`src/rtl/nch_trig_pkg.sv`:
```
// Shared types and constants for the N-channel trigger/capture controller.
//   MODE_*  : trigger-mode encodings carried on mode_i
//   state_e : capture FSM states
package nch_trig_pkg;

    localparam logic [1:0] MODE_OR     = 2'b00;  // OR of per-channel internal edges
    localparam logic [1:0] MODE_MULT   = 2'b01;  // hit multiplicity reaches min_mult
    localparam logic [1:0] MODE_EXT    = 2'b10;  // external trigger only
    localparam logic [1:0] MODE_EXT_OR = 2'b11;  // external OR internal

    typedef enum logic [1:0] {
        IDLE    = 2'd0,
        CAPTURE = 2'd1,
        DEAD    = 2'd2
    } state_e;

endpackage

```
`src/rtl/nch_delay_line.sv`:
```
// Pretrigger delay line: a DEPTH-stage shift register with async clear.
// Ports:
//   clk, rst_n : clock, async active-low clear of every stage
//   din_i      : sample word entering the line each cycle
//   dout_o     : din_i delayed by exactly DEPTH cycles (register output)
module nch_delay_line #(
    parameter int unsigned WIDTH = 28,
    parameter int unsigned DEPTH = 100
) (
    input  logic             clk,
    input  logic             rst_n,
    input  logic [WIDTH-1:0] din_i,
    output logic [WIDTH-1:0] dout_o
);

    logic [WIDTH-1:0] pipe_q [DEPTH];

    // Shift one stage per cycle; stage DEPTH-1 holds the sample from DEPTH cycles ago.
    always_ff @(posedge clk or negedge rst_n) begin
        if (!rst_n) begin
            for (int unsigned i = 0; i < DEPTH; i++) begin
                pipe_q[i] <= '0;
            end
        end else begin
            pipe_q[0] <= din_i;
            for (int unsigned i = 1; i < DEPTH; i++) begin
                pipe_q[i] <= pipe_q[i-1];
            end
        end
    end

    assign dout_o = pipe_q[DEPTH-1];

endmodule

```
`src/rtl/nch_trig_capture.sv`:
```
// N-channel self/external-triggered waveform capture controller.
// Ports:
//   clk, rst_n      : sample clock, async active-low reset
//   adc_data_i      : live samples, channel k at [k*D_WIDTH +: D_WIDTH]
//   baseline_i      : per-channel baselines, same packing
//   thres_i         : threshold above baseline, common to all channels
//   mode_i          : trigger mode (see nch_trig_pkg MODE_*)
//   min_mult_i      : multiplicity required in MODE_MULT (0 behaves as 1)
//   arm_i           : enables acceptance of new triggers
//   ext_trig_i      : asynchronous external trigger
//   fifo_full_i     : downstream FIFO full
//   wr_data_o       : samples delayed by PRE_DEPTH cycles
//   wr_en_o         : FIFO write strobe during the capture window
//   trig_mask_o     : channels over threshold on the last accepted trigger
//   busy_o          : controller not idle
//   trig_cnt_o      : accepted triggers (saturating)
//   miss_cnt_o      : triggers ignored while busy or disarmed (saturating)
//   drop_cnt_o      : window samples dropped on FIFO full (saturating)
module nch_trig_capture
    import nch_trig_pkg::*;
#(
    parameter int unsigned N_CH      = 2,
    parameter int unsigned D_WIDTH   = 14,
    parameter int unsigned PRE_DEPTH = 100,
    parameter int unsigned WIN_LEN   = 256,
    parameter int unsigned DEAD_LEN  = 16,
    parameter int unsigned CNT_W     = 32
) (
    input  logic                      clk,
    input  logic                      rst_n,
    input  logic [N_CH*D_WIDTH-1:0]   adc_data_i,
    input  logic [N_CH*D_WIDTH-1:0]   baseline_i,
    input  logic [D_WIDTH-1:0]        thres_i,
    input  logic [1:0]                mode_i,
    input  logic [$clog2(N_CH+1)-1:0] min_mult_i,
    input  logic                      arm_i,
    input  logic                      ext_trig_i,
    input  logic                      fifo_full_i,
    output logic [N_CH*D_WIDTH-1:0]   wr_data_o,
    output logic                      wr_en_o,
    output logic [N_CH-1:0]           trig_mask_o,
    output logic                      busy_o,
    output logic [CNT_W-1:0]          trig_cnt_o,
    output logic [CNT_W-1:0]          miss_cnt_o,
    output logic [CNT_W-1:0]          drop_cnt_o
);

    localparam int unsigned MULT_W    = $clog2(N_CH + 1);
    localparam int unsigned FILL_W    = $clog2(PRE_DEPTH + 1);
    localparam int unsigned TMR_MAX   = (WIN_LEN > DEAD_LEN) ? WIN_LEN : DEAD_LEN;
    localparam int unsigned TMR_W     = $clog2(TMR_MAX + 1);
    localparam int unsigned WIN_LAST  = WIN_LEN - 1;
    localparam int unsigned DEAD_LAST = (DEAD_LEN > 0) ? DEAD_LEN - 1 : 0;

    function automatic logic [MULT_W-1:0] popcount(input logic [N_CH-1:0] v);
        logic [MULT_W-1:0] cnt;
        cnt = '0;
        for (int unsigned i = 0; i < N_CH; i++) begin
            cnt = cnt + MULT_W'(v[i]);
        end
        return cnt;
    endfunction

    state_e              state_q, state_d;
    logic [TMR_W-1:0]    tmr_q, tmr_d;
    logic [FILL_W-1:0]   fill_q;
    logic [N_CH-1:0]     hit_c, hit_q, hit_prev_q;
    logic [1:0]          ext_sync_q;
    logic                ext_r_q, ext_prev_q, ext_edge_q;
    logic                wr_en_q, busy_q, wr_en_d;
    logic [N_CH-1:0]     mask_q;
    logic [CNT_W-1:0]    trig_cnt_q, miss_cnt_q, drop_cnt_q;
    logic                filled_c, int_or_c, mult_trig_c, trig_any_c;
    logic                accept_c, miss_c, drop_c;
    logic [MULT_W-1:0]   mult_thr_c;

    nch_delay_line #(
        .WIDTH (N_CH * D_WIDTH),
        .DEPTH (PRE_DEPTH)
    ) u_delay (
        .clk    (clk),
        .rst_n  (rst_n),
        .din_i  (adc_data_i),
        .dout_o (wr_data_o)
    );

    // Discriminator in D_WIDTH+1 bits so baseline+threshold cannot wrap.
    always_comb begin
        hit_c = '0;
        for (int unsigned k = 0; k < N_CH; k++) begin
            hit_c[k] = ({1'b0, adc_data_i[k*D_WIDTH +: D_WIDTH]} >
                        ({1'b0, baseline_i[k*D_WIDTH +: D_WIDTH]} + {1'b0, thres_i}));
        end
    end

    // Trigger sources and mode selection.
    always_comb begin
        filled_c    = (fill_q == FILL_W'(PRE_DEPTH));
        int_or_c    = |(hit_q & ~hit_prev_q);
        mult_thr_c  = (min_mult_i == '0) ? MULT_W'(1) : min_mult_i;
        mult_trig_c = (popcount(hit_q) >= mult_thr_c) && (popcount(hit_prev_q) < mult_thr_c);
        trig_any_c  = 1'b0;
        case (mode_i)
            MODE_OR:     trig_any_c = int_or_c;
            MODE_MULT:   trig_any_c = mult_trig_c;
            MODE_EXT:    trig_any_c = ext_edge_q;
            MODE_EXT_OR: trig_any_c = int_or_c | ext_edge_q;
            default:     trig_any_c = 1'b0;
        endcase
    end

    // Capture FSM next state, window/dead timer and per-cycle events.
    always_comb begin
        state_d  = state_q;
        tmr_d    = tmr_q;
        accept_c = 1'b0;
        miss_c   = trig_any_c && ((state_q != IDLE) || (filled_c && !arm_i));
        unique case (state_q)
            IDLE: begin
                if (trig_any_c && arm_i && filled_c) begin
                    state_d  = CAPTURE;
                    tmr_d    = '0;
                    accept_c = 1'b1;
                end
            end
            CAPTURE: begin
                if (tmr_q == TMR_W'(WIN_LAST)) begin
                    tmr_d   = '0;
                    state_d = (DEAD_LEN == 0) ? IDLE : DEAD;
                end else begin
                    tmr_d = tmr_q + TMR_W'(1);
                end
            end
            DEAD: begin
                if (tmr_q == TMR_W'(DEAD_LAST)) begin
                    tmr_d   = '0;
                    state_d = IDLE;
                end else begin
                    tmr_d = tmr_q + TMR_W'(1);
                end
            end
            default: begin
                state_d = IDLE;
                tmr_d   = '0;
            end
        endcase
        // Strobe is registered, so it is decided on the next state.
        wr_en_d = (state_d == CAPTURE) && !fifo_full_i;
        drop_c  = (state_d == CAPTURE) && fifo_full_i;
    end

    // FSM, discriminator pipeline, fill counter and external-trigger path.
    always_ff @(posedge clk or negedge rst_n) begin
        if (!rst_n) begin
            state_q    <= IDLE;
            tmr_q      <= '0;
            fill_q     <= '0;
            hit_q      <= '0;
            hit_prev_q <= '0;
            ext_sync_q <= '0;
            ext_r_q    <= '0;
            ext_prev_q <= '0;
            ext_edge_q <= '0;
        end else begin
            state_q    <= state_d;
            tmr_q      <= tmr_d;
            if (!filled_c) begin
                fill_q <= fill_q + FILL_W'(1);
            end
            hit_q      <= hit_c;
            hit_prev_q <= hit_q;
            // 2-FF sync, retime, registered edge: lands 3 cycles behind an internal crossing.
            ext_sync_q <= {ext_sync_q[0], ext_trig_i};
            ext_r_q    <= ext_sync_q[1];
            ext_prev_q <= ext_r_q;
            ext_edge_q <= ext_r_q & ~ext_prev_q;
        end
    end

    // Registered outputs and saturating status counters.
    always_ff @(posedge clk or negedge rst_n) begin
        if (!rst_n) begin
            wr_en_q    <= 1'b0;
            busy_q     <= 1'b0;
            mask_q     <= '0;
            trig_cnt_q <= '0;
            miss_cnt_q <= '0;
            drop_cnt_q <= '0;
        end else begin
            wr_en_q <= wr_en_d;
            busy_q  <= (state_d != IDLE);
            if (accept_c) begin
                mask_q <= hit_q;
            end
            if (accept_c && (trig_cnt_q != '1)) begin
                trig_cnt_q <= trig_cnt_q + CNT_W'(1);
            end
            if (miss_c && (miss_cnt_q != '1)) begin
                miss_cnt_q <= miss_cnt_q + CNT_W'(1);
            end
            if (drop_c && (drop_cnt_q != '1)) begin
                drop_cnt_q <= drop_cnt_q + CNT_W'(1);
            end
        end
    end

    assign wr_en_o     = wr_en_q;
    assign busy_o      = busy_q;
    assign trig_mask_o = mask_q;
    assign trig_cnt_o  = trig_cnt_q;
    assign miss_cnt_o  = miss_cnt_q;
    assign drop_cnt_o  = drop_cnt_q;

endmodule
```
`config.mk`:
```
export PLATFORM = sky130hd
export DESIGN_NAME = nch_trig_capture
export DESIGN_NICKNAME = d
export VERILOG_FILES = /design/src/rtl/nch_trig_pkg.sv /design/src/rtl/nch_delay_line.sv /design/src/rtl/nch_trig_capture.sv
export SDC_FILE = /design/constraint.sdc
export NUM_CORES = 2
export LEC_CHECK = 0
export CORE_UTILIZATION = 59
export DETAILED_ROUTE_END_ITERATION = 6
export PLACE_DENSITY = 0.73
export RECOVER_POWER = 100
export SYNTH_ARGS = -nofsm -noshare
export SYNTH_HDL_FRONTEND = slang
export SYNTH_SLANG_ARGS = --single-unit
```
`constraint.sdc`:
```
create_clock -name clk -period 3.4 [get_ports clk]
set_clock_uncertainty 0.15 [all_clocks]
set_input_delay 0.68 -clock clk [delete_from_list [all_inputs] [get_ports clk]]
set_output_delay 0.68 -clock clk [all_outputs]
set_load 0.05 [all_outputs]
```
==> results.md, run 1 <==
* Status: did not finish
* Syn Nets at 3757
* IO Pins at 207
* Clock Tree Buf Depth at 4
* Port Buffers at 206
* Synth Cell Area at 0.0781 mm²
* H-Tree Level Count at 5
* Gates resized, CTS repair at 4
* Stage reached: 4_1_cts
* Die H at 366 µm
* Post-synth EDFFs at 0
* Setup Fix Bufs, Post-CTS at 3
* DP Wirelength at 64400 µm
* Top cell type by total area after synthesis: dfrtp_1
* Post-synthesis sequential area ratio at 93.8%
* Initial Utilization at 59.5%
* Cell variety after synth at 65
* Top post-synthesis cells by area: dfrtp_1, ha_1, xnor2_1, xor2_1, nand4_1
* Yosys top cell area share at 93.8%
* Main synth FF type: dfrtp_1
* Synth Area per Inst at 21.7 µm²
* Asr flop ratio synth at 100%
* Placed Cells at 5666
* Ys Warns at 0
* Die outline width at 366 µm
* Num CTS Buffers at 281
* Cells after synthesis at 3603
* CTS Sinks at 2927
* Tool error: [ERROR DPL-0033] detailed placement checks failed during check placement.
* Seq cells post-synth at 2927
* Row count at 133
* Clk root buf: clkbuf_16
* Post-CTS Hold Buffers at 1
* GPL Wtd Cong at 0.781
## per-stage QoR
step	util (%)	instance area (µm²)	worst slack, ps	TNS [ps]	hold WS, ps
floorplan	-	78100	-64.5	-64.5	181
global placement	63.6	83600	-790	-1680	182
detailed placement	63.6	83600	-854	-3160	185
## Yosys cell counts, drive strengths merged, types with 3 or more instances
library cell / count
clkbuf: 5
nor3: 23
and3: 24
nand2b: 14
dfrtp: 2927
and2: 4
o41ai: 3
or3: 5
inv: 34
buf: 33
ha: 73
nand2: 53
xor2: 38
a21o: 11
xnor2: 82
a31oi: 5
nand3: 49
or4: 3
and4: 13
mux2: 5
nor2: 41
nor4: 7
nor2b: 10
a21oi: 24
nand4: 39
a211oi: 5
o21ai: 37
nand4b: 3
o21a: 7
## cell families after synthesis
| kind of cell | count (synthesis) | synth area share [%] |
|---|---|---|
| multiplexers | 5 | 0.0721 |
| XOR/XNOR | 120 | 1.36 |
| AO/OA/AOI/OAI | 109 | 0.896 |
| flip-flops | 2927 | 93.8 |
| AND/OR/NAND/NOR | 295 | 2.12 |
| buffers and inverters | 72 | 0.503 |
| adder cells (fa/ha/maj) | 75 | 1.22 |
==> run 2: changes to the inputs <==
--- a/config.mk
+++ b/config.mk
@@ -5,9 +5,9 @@
 export SDC_FILE = /design/constraint.sdc
 export NUM_CORES = 2
 export LEC_CHECK = 0
-export CORE_UTILIZATION = 59
+export CORE_UTILIZATION = 40
 export DETAILED_ROUTE_END_ITERATION = 6
-export PLACE_DENSITY = 0.73
+export PLACE_DENSITY_LB_ADDON = 0.15
 export RECOVER_POWER = 100
 export SYNTH_ARGS = -nofsm -noshare
 export SYNTH_HDL_FRONTEND = slang
==> run 2 against run 1 <==
Against the previous run: the flow now finishes, with violations (max-capacitance violations, max-slew violations); synthesized cell count unchanged; synthesized area unchanged.
==> results.md, run 2 <==
* Status: finished, violations left (was did not finish)
* Failing checks: max-capacitance violations, max-slew violations
* Routed len/inst at 13.5 µm
* CTS Sinks at 2927 (unchanged)
* Post-synthesis sequential area ratio at 93.8% (unchanged)
* Largest register FFs at 2772
* Syn Nets at 3757 (unchanged)
* Fill cells at 15.8k
* Synth Area per Inst at 21.7 µm² (unchanged)
* Max Fclk at 0.306 GHz
* Yosys top cell area share at 93.8% (unchanged)
* Antenna-violating nets left at 0
* Row count at 161 (was 133)
* Max VDD drop at 588 µV
* Clk_lat worst skew at 890 ps
* Commonest non-fill, non-tap cell in the layout: dfrtp_1
* Top cell type by total area after synthesis: dfrtp_1 (unchanged)
* Largest register by flop count: u_delay.pipe_q
* H-Tree Level Count at 5 (unchanged)
* Main synth FF type: dfrtp_1 (unchanged)
* DR vias/cell at 4.26
* First-pass DRT Iterations at 4
* Cell variety after synth at 65 (unchanged)
* Least-Margin Pin Slew at 1950 ps
* Count leader, synth: dfrtp_1 (unchanged)
* Pin count of the biggest net entering global routing at 131
* Arr. time, crit path at 3840 ps
* Total of max-cap violations at 9
* Highest fanout seen on the critical path at 2
* Critical Path Source Type: input pin
* Ys Warns at 0 (unchanged)
* Top post-synthesis cells by area: dfrtp_1, ha_1, xnor2_1, xor2_1, nand4_1 (unchanged)
* Total gr overflow at 0
* Finished Layout Cells at 6957
* Number of global-route vias before repair at 32.7k
* Hold Path Stages at 0
* CP dominant cell by count: a21o_1
* Nature of the critical path endpoint: flop
* RR Startpoint: fill_q[0]$_DFFE_PN0P_
* Final Hold Fails at 0
* Placed Cells at 6440 (was 5666)
* Pre-CTS setup slack at -1040 ps (was -854 ps)
* Clk slew on worst S/H paths at 60 ps
* Num CTS Buffers at 306 (was 281)
* Min-Delay Endpoint: u_delay.pipe_q[256]$_DFF_PN0_
* Initial antenna violation count at 11
* Die H at 444 µm (was 366 µm)
* Leak at 46.1 nW
* Via count at 29.6k
* Crit path max-delay family: compound AO/OA/AOI/OAI gates
* Residual DRC at 0
* Simple-Gate Fraction of Synth Area at 2.12% (unchanged)
* Initial Utilization at 40.4% (was 59.5%)
* Drt initial violations at 1418
* Type of the tightest min-delay check: reg2reg
* Multi-input combinational cell area at 0.00445 mm²
* Post-synth EDFFs at 0 (unchanged)
* Data required, critical path at 3980 ps
* Synth Cell Area at 0.0781 mm² (unchanged)
* Gr usage total at 10.2%
* Slew HR at -30.1%
* Clock Tree Buf Depth at 4 (unchanged)
* R2R setup slack at 250 ps
* Synth Area in XOR/XNOR at 1.36% (unchanged)
* Die outline width at 444 µm (was 366 µm)
* Largest family of logic cells by synthesized area: simple AND/OR/NAND/NOR gates (unchanged)
* Cells after synthesis at 3603 (unchanged)
* First-pass GRT wire length at 167000 µm
* Final slew viol count at 607
* Max stage delay on crit path at 450 ps
* Core ar. at 0.193 mm²
* CP cell instances: clkdlybuf4s50_1, ha_4, fa_2, a21oi_4, o21ai_2, nor4_4, nor3_1, nor2_1, xor2_1, ha_1, a21o_1, a21o_1, a21oi_1, o21ai_1, a2111oi_2, a311oi_1
* Post-Synth Adder-Cell Area at 1.22% (unchanged)
* Compound-Gate Fraction of Synth Area at 0.896% (unchanged)
* Layout cells sized above 1 at 13.4%
* Commonest non-fill, non-tap cells in the layout: dfrtp_1, clkbuf_16, dlygate4sd3_1, clkbuf_1, xnor2_1
* Core Util, Final at 48.6%
* R2r endpoint: drop_cnt_o[19]$_DFFE_PN0P_
* Mux contribution to synthesized area at 0.0721% (unchanged)
* Min Tclk post-route at 3260 ps
* Asr flop ratio synth at 100% (unchanged)
* CTS tree: built
* Hold Startpoint: u_delay.pipe_q[284]$_DFF_PN0_
* IO Pins at 207 (unchanged)
* GPL Wtd Cong at 0.767 (was 0.781)
* Final #Nets at 4378
* Port Buffers at 206 (unchanged)
* CP max stage cell: clkdlybuf4s50_1
* Clk root buf: clkbuf_16 (unchanged)
* Critical path class: in2reg
* Seq cells post-synth at 2927 (unchanged)
* Period utilisation layout at 96.0%
* RSZ-0062 raised after global routing: no
* DP Wirelength at 48600 µm (was 64400 µm)
* Final setup fails at 0
* Post-synth top cells: dfrtp_1, xnor2_1, ha_1 (unchanged)
* Die ar. at 0.197 mm²
* PwrDens at 748 mW/mm²
* Final WL at 93700 µm
* Reg2Reg Depth at 10
* WP buf/inv at 1
* Synth-to-layout area growth at 20.3%
* Final setup margin at 137 ps
* Register Area at 0.0732 mm²
-- run 2: cell counts after synthesis --
No cell type changed its count.
-- run 2: final cells by class --
| cell class | instances | share of cell area, % |
|---|---|---|
| diodes | 3 | 0.00800 |
| clock buffers | 434 | 9.49 |
| clock inverters | 78 | 1.05 |
| inverters | 34 | 0.136 |
| multi-input cells | 604 | 4.74 |
| flip-flops and latches | 2927 | 78.0 |
| well taps | 2526 | 3.37 |
| repair buffers | 351 | 3.19 |
-- run 2: cell families (layout without fill, tap and decap cells) --
family,count (synthesis),in the layout
and+or+nand+nor,295,295
adders and majority gates,75,75
muxes,5,5
buffers and inverters,72,897
other,0,3
AOI/OAI and AO/OA,109,109
xor gates and xnor gates,120,120
DFF,2927,2927
-- run 2: where the power goes --
part | switching (mW) | internal (mW) | total (mW)
logic | 1.32 | 0.569 | 1.89
clock network | 12.4 | 19.8 | 32.2
registers | 0.335 | 35.8 | 36.1
-- run 2: metal layers --
| layer | GRT usage, % | vias up | routed length, µm |
|---|---|---|---|
| li1 | - | 12800 | - |
| met1 | 14.8 | 16000 | 44400 |
| met2 | 13.9 | 507 | 40200 |
| met3 | 3.17 | 327 | 5200 |
| met4 | 5.03 | 14 | 3790 |
| met5 | 0 | - | 73 |
-- run 2: worst max path at each step --
stage / from / to / slack (ps) / cells past startpoint
2_1_floorplan: baseline_i[14] / hit_q[1]$_DFF_PN0_ / -60 / 15
3_3_place_gp: thres_i[0] / hit_q[1]$_DFF_PN0_ / -940 / 16
3_5_place_dp: thres_i[0] / hit_q[1]$_DFF_PN0_ / -1040 / 16
4_1_cts: thres_i[0] / hit_q[1]$_DFF_PN0_ / 30 / 16
5_1_grt: baseline_i[0] / hit_q[0]$_DFF_PN0_ / 10 / 16
6_report: baseline_i[14] / hit_q[1]$_DFF_PN0_ / 140 / 16
-- run 2: through the flow --
step / hold slack [ps] / instance area (µm²) / total power, mW / setup TNS, ps
floorplan: 181 / 78100 / 37.4 / -64.5
global placement: 181 / 84500 / 38.8 / -2070
detailed placement: 185 / 84500 / 38.8 / -2750
CTS: 9.60 / 94400 / 71.8 / 0
global route: 166 / 93900 / 73.4 / 0
finish: 169 / 93900 / 70.2 / 0
-- run 2: what timing repair did --
| item | in CTS | in global routing |
|---|---|---|
| setup buffers | 0 | 1 |
| endpoints found under the setup margin | 1 | 2 |
| hold buffers | 1 | 0 |
| endpoints found under the hold margin | 183 | 0 |
| gates resized for setup | 2 | 6 |
| pin swaps | 0 | 4 |
Note: power is estimated with default switching activity, not from simulation.
